`src/rtl/irq_source_ctrl.sv`:
```
// irq_source_ctrl: latches N interrupt requests, arbitrates by priority, presents one vector at a time with valid/ack; optional ack timeout via IRQ_SRC_ACK_TIMEOUT_EN
module irq_source_ctrl #(
  parameter int N = 32,
  parameter int PRIO_W = 0,
  parameter int EDGE_MODE = 1,
  parameter int TIMEOUT_CYC = 64,
  localparam int VEC_W = (N <= 1) ? 1 : $clog2(N),
  localparam int PW = (PRIO_W < 1) ? 1 : PRIO_W
) (
  input  logic             clk,
  input  logic             rst_n,
  input  logic [N-1:0]     req,
  input  logic [N-1:0]     irq_en,
  input  logic [N*PW-1:0]  prio_cfg,
  output logic             irq_valid,
  output logic [VEC_W-1:0] irq_vector,
  output logic [PW-1:0]    irq_prio,
  output logic [N-1:0]     irq_pending,
  input  logic             irq_ack,
  input  logic [VEC_W-1:0] irq_ack_vector,
  output logic             ack_err,
  output logic             timeout_err
);
  localparam logic [1:0] IDLE = 2'd0, PRESENT = 2'd1, GAP = 2'd2;
  logic [1:0] state;
  logic [N-1:0] req_q, pending, pending_nxt, elig, clr;
  logic [N*PW-1:0] prio_eff;
  logic [VEC_W-1:0] win;
  logic [PW-1:0] win_p;
  logic found, hit, to, load;
  assign prio_eff = (PRIO_W == 0) ? '0 : prio_cfg;
  assign elig = pending & irq_en;
  assign irq_pending = elig;
  assign irq_valid = state == PRESENT;
  assign hit = irq_valid && irq_ack && irq_ack_vector == irq_vector;
  assign load = !irq_valid && |elig;
  // scanning upward with a strict compare keeps the lowest index on ties
  always_comb begin
    win = '0;
    win_p = '0;
    found = 1'b0;
    for (int i = 0; i < N; i++)
      if (elig[i] && (!found || prio_eff[i*PW +: PW] > win_p)) begin
        found = 1'b1;
        win = VEC_W'(i);
        win_p = prio_eff[i*PW +: PW];
      end
  end
  // a new edge in the ack cycle re-sets the bit, so set wins over clear
  assign clr = (hit && EDGE_MODE != 0) ? (N'(1) << irq_ack_vector) : '0;
  assign pending_nxt = (EDGE_MODE != 0) ? ((pending & ~clr) | (req & ~req_q)) : req;
`ifdef IRQ_SRC_ACK_TIMEOUT_EN
  localparam int TW = $clog2(TIMEOUT_CYC + 1);
  localparam logic [TW-1:0] T_LAST = TW'(TIMEOUT_CYC - 1);
  logic [TW-1:0] cnt;
  assign to = irq_valid && cnt == T_LAST;
  always_ff @(posedge clk or negedge rst_n)
    if (!rst_n) begin
      cnt <= '0;
      timeout_err <= 1'b0;
    end else begin
      cnt <= (irq_valid && !hit && !to) ? cnt + 1'b1 : '0;
      timeout_err <= timeout_err | (to && !hit);
    end
`else
  assign to = 1'b0;
  assign timeout_err = 1'b0;
`endif
  // GAP re-arbitrates directly so valid stays low for exactly one cycle
  always_ff @(posedge clk or negedge rst_n)
    if (!rst_n) begin
      state <= IDLE;
      req_q <= '0;
      pending <= '0;
      irq_vector <= '0;
      irq_prio <= '0;
      ack_err <= 1'b0;
    end else begin
      req_q <= req;
      pending <= pending_nxt;
      state <= load ? PRESENT : (irq_valid && (hit || to)) ? GAP : (state == GAP) ? IDLE : state;
      irq_vector <= load ? win : irq_vector;
      irq_prio <= load ? win_p : irq_prio;
      ack_err <= ack_err | (irq_ack && !hit);
    end
endmodule

```
`config.mk`:
```
export PLATFORM = sky130hd
export DESIGN_NAME = irq_source_ctrl
export DESIGN_NICKNAME = d
export VERILOG_FILES = /design/src/rtl/irq_source_ctrl.sv
export SDC_FILE = /design/constraint.sdc
export NUM_CORES = 1
export LEC_CHECK = 0
export CORE_ASPECT_RATIO = 0.5
export CORE_MARGIN = 2
export CORE_UTILIZATION = 60
export DETAILED_ROUTE_END_ITERATION = 8
export DONT_BUFFER_PORTS = 1
export GPL_TIMING_DRIVEN = 0
export PLACE_DENSITY = 0.78
export RECOVER_POWER = 25
export SETUP_SLACK_MARGIN = 0.05
export SLEW_MARGIN = 20
export SYNTH_ARGS = -nofsm -noshare
export SYNTH_HDL_FRONTEND = slang
export SYNTH_SLANG_ARGS = --single-unit
```
`constraint.sdc`:
```
create_clock -name clk -period 3.29 [get_ports clk]
set_input_delay 0.987 -clock clk [delete_from_list [all_inputs] [get_ports clk]]
set_output_delay 0.987 -clock clk [all_outputs]
set_load 0.005 [all_outputs]
```
==> flow_summary.json <==
{
  "vdd_drop_max_uv": 374,
  "fillers": 383,
  "cp-end-kind": "register",
  "grt-ovfl-total": 0,
  "core_um2": 5040,
  "synthTopCellsByArea": "dfrtp_1, o21ai_1, inv_1",
  "yosys_warnings": 0,
  "status": "completed",
  "synth_seq_cells": 72,
  "post_drt_wl_per_cell_um": 19.7,
  "power_density_nw_per_um2": 576,
  "rsz0062_at_grt": "no",
  "clockBufferDepth": 2,
  "required_ns": 3.53,
  "max_cap_violations": 0,
  "cp-start-kind": "primary input",
  "grt_pass1_vias": 2564,
  "num_vias": 2520,
  "placed_cells": 400,
  "crit_type": "in2reg",
  "period_share": 0.673,
  "p_leak_nw": 1.57,
  "synth_cell_type_count": 43,
  "gp_congestion": 0.821,
  "antenna_cells": 0,
  "boundaryPins": 145,
  "clockRootBuffer": "clkbuf_8",
  "die_area_um2": 5990,
  "multi_input_area_um2": 1200,
  "avgSynthCellArea_um2": 9.76,
  "die_h_um": 55.7,
  "num_rows": 18,
  "hpwlAfterDp_mm": 6.16,
  "areaGrowthSynthToFinish_pct": 10.4,
  "antenna_found_initial": 0,
  "cts_sinks": 72,
  "layout_commonest_cell": "dfrtp_1",
  "cts_setup_buffers": 0,
  "cts_max_level": 3,
  "drt_iter0_drc": 198,
  "drt_wl_total_mm": 8.21,
  "numCtsBuffers": 9,
  "grt_use_total": 0.294,
  "antenna_left": 0,
  "worst-r2r-setup-slack_ns": 1.29,
  "finalMaxSlewViolations": 0,
  "fin_skew_ns": 0.00398,
  "drive_gt1_frac": 0.0867,
  "layout_common_cells": "dfrtp_1, o21ai_1, inv_1",
  "dr.pass1.iters": 4,
  "netlist_instances": 329,
  "synthDominantCellAreaShare": 0.561,
  "maxSlewHeadroom": 0.665,
  "critPathMaxFanout": 6,
  "cts_hold_buffers": 0,
  "grt_pass1_wl_mm": 13.0,
  "nNetsFinal": 445,
  "cp_data_arrival_time_ns": 2.45,
  "die_x_um": 107,
  "clk_pin_slew_ns": 0.08,
  "drc": 0,
  "fin_cells": 416,
  "tns_ns": 0,
  "regArea_um2": 1800,
  "cts_tree": "done",
  "synth_edf_count": 0,
  "worstMarginPinSlew_ns": 0.498,
  "yosys.area.top_type": "dfrtp_1",
  "netlist_area_um2": 3210,
  "period_minus_slack_ns": 2.21,
  "fmax_ghz": 0.452,
  "hold_class": "in2async",
  "hold_viol_final": 0,
  "ys_seq_area_frac": 0.561,
  "port-buffer-count": 0,
  "finalSetupViolCount": 0,
  "grt_start_max_net_pins": 73,
  "viasPerCell": 6.06,
  "worstSkewPairLatency_ns": 0.35,
  "synth_ff_type": "dfrtp_1",
  "start_util": 0.637,
  "ys_async_sr_fraction": 1.00,
  "post_cts_resized": 0
}
-- metrics by stage --
| step | hold WS (ns) | power, mW | worst slack, ns | util | instance area (um2) |
|---|---|---|---|---|---|
| floorplan | 0.392 | 1.16 | 0.929 | - | 3220 |
| finish | 0.327 | 2.04 | 1.08 | 0.703 | 3550 |
| global placement | 0.393 | 1.21 | 0.748 | 0.655 | 3300 |
| CTS | 0.316 | 2.05 | 1.09 | 0.703 | 3550 |
| detailed placement | 0.397 | 1.22 | 0.742 | 0.655 | 3300 |
| global route | 0.302 | 2.13 | 0.974 | 0.703 | 3550 |
-- Yosys cell counts (2+ instances only) --
library cell and count:
and2_1 17, xor2_1 4, a21o_1 2, nand2b_1 5, a22o_1 5, nor2_1 7, a22oi_1 11, buf_4 2
o21ai_1 52, nor4_1 2, or3_1 2, a31oi_1 3, and3_1 3, and4_1 2, o21ai_0 16, dfrtp_1 72
inv_1 50, or4_1 2, nand2_1 27, nand4_1 3, or3_4 7, or2_2 2, a21oi_1 12, o22a_1 2
-- where the power goes --
| part | switching [mW] | internal [mW] |
|---|---|---|
| logic | 0.123 | 0.0845 |
| registers | 0.0503 | 0.945 |
| clock network | 0.337 | 0.504 |
| total | 0.510 | 1.53 |
-- flip-flops by register name, summed over array words and instances (netlist names) --
| register | flops |
|---|---|
| req_q | 32 |
| state | 2 |
| irq_vector | 5 |
| ack_err | 1 |
| pending | 32 |
-- path summary, 6_finish.rpt --
| kind | from | to | cells after the start |
|---|---|---|---|
| max | irq_en[10] | irq_vector[3] | 5 |
| min | rst_n | pending[25] | 0 |
| max reg2reg | pending[10] | irq_vector[3] | 5 |
| min reg2reg | req_q[21] | pending[21] | 1 |
| max in group asynchronous | rst_n | pending[1] | 0 |
| min in group clk | req_q[21] | pending[21] | 1 |
-- kinds of logic after synthesis --
logic type,after synthesis,synth area share
and+or+nand+nor,84,0.152
other,1,0.00117
xor gates and xnor gates,5,0.0136
DFF,72,0.561
buffers and inverters,54,0.0658
AOI/OAI and AO/OA,113,0.206
-- critical path: stages --
cell	delay, ns
a22oi_1	0.39
and4_1	0.38
and4_1	0.29
a21oi_1	0.17
o22a_1	0.23
-- layer usage --
| layer | global-route usage | routed length [um] | vias up |
|---|---|---|---|
| li1 | - | - | 1156 |
| met1 | 0.394 | 3410 | 1245 |
| met2 | 0.438 | 3740 | 111 |
| met3 | 0.128 | 1000 | 8 |
| met4 | 0.0897 | 57 | 0 |
| met5 | 0 | 0 | - |
-- cell type report --
| class | instances | area share |
|---|---|---|
| Clock buffer | 9 | 0.0349 |
| Sequential cell | 72 | 0.508 |
| Buffer | 3 | 0.00564 |
| Tap cell | 70 | 0.0247 |
| Multi-Input combinational cell | 204 | 0.339 |
| Clock inverter | 7 | 0.0339 |
| Inverter | 51 | 0.0540 |
Power figures use the tool's default switching activity.
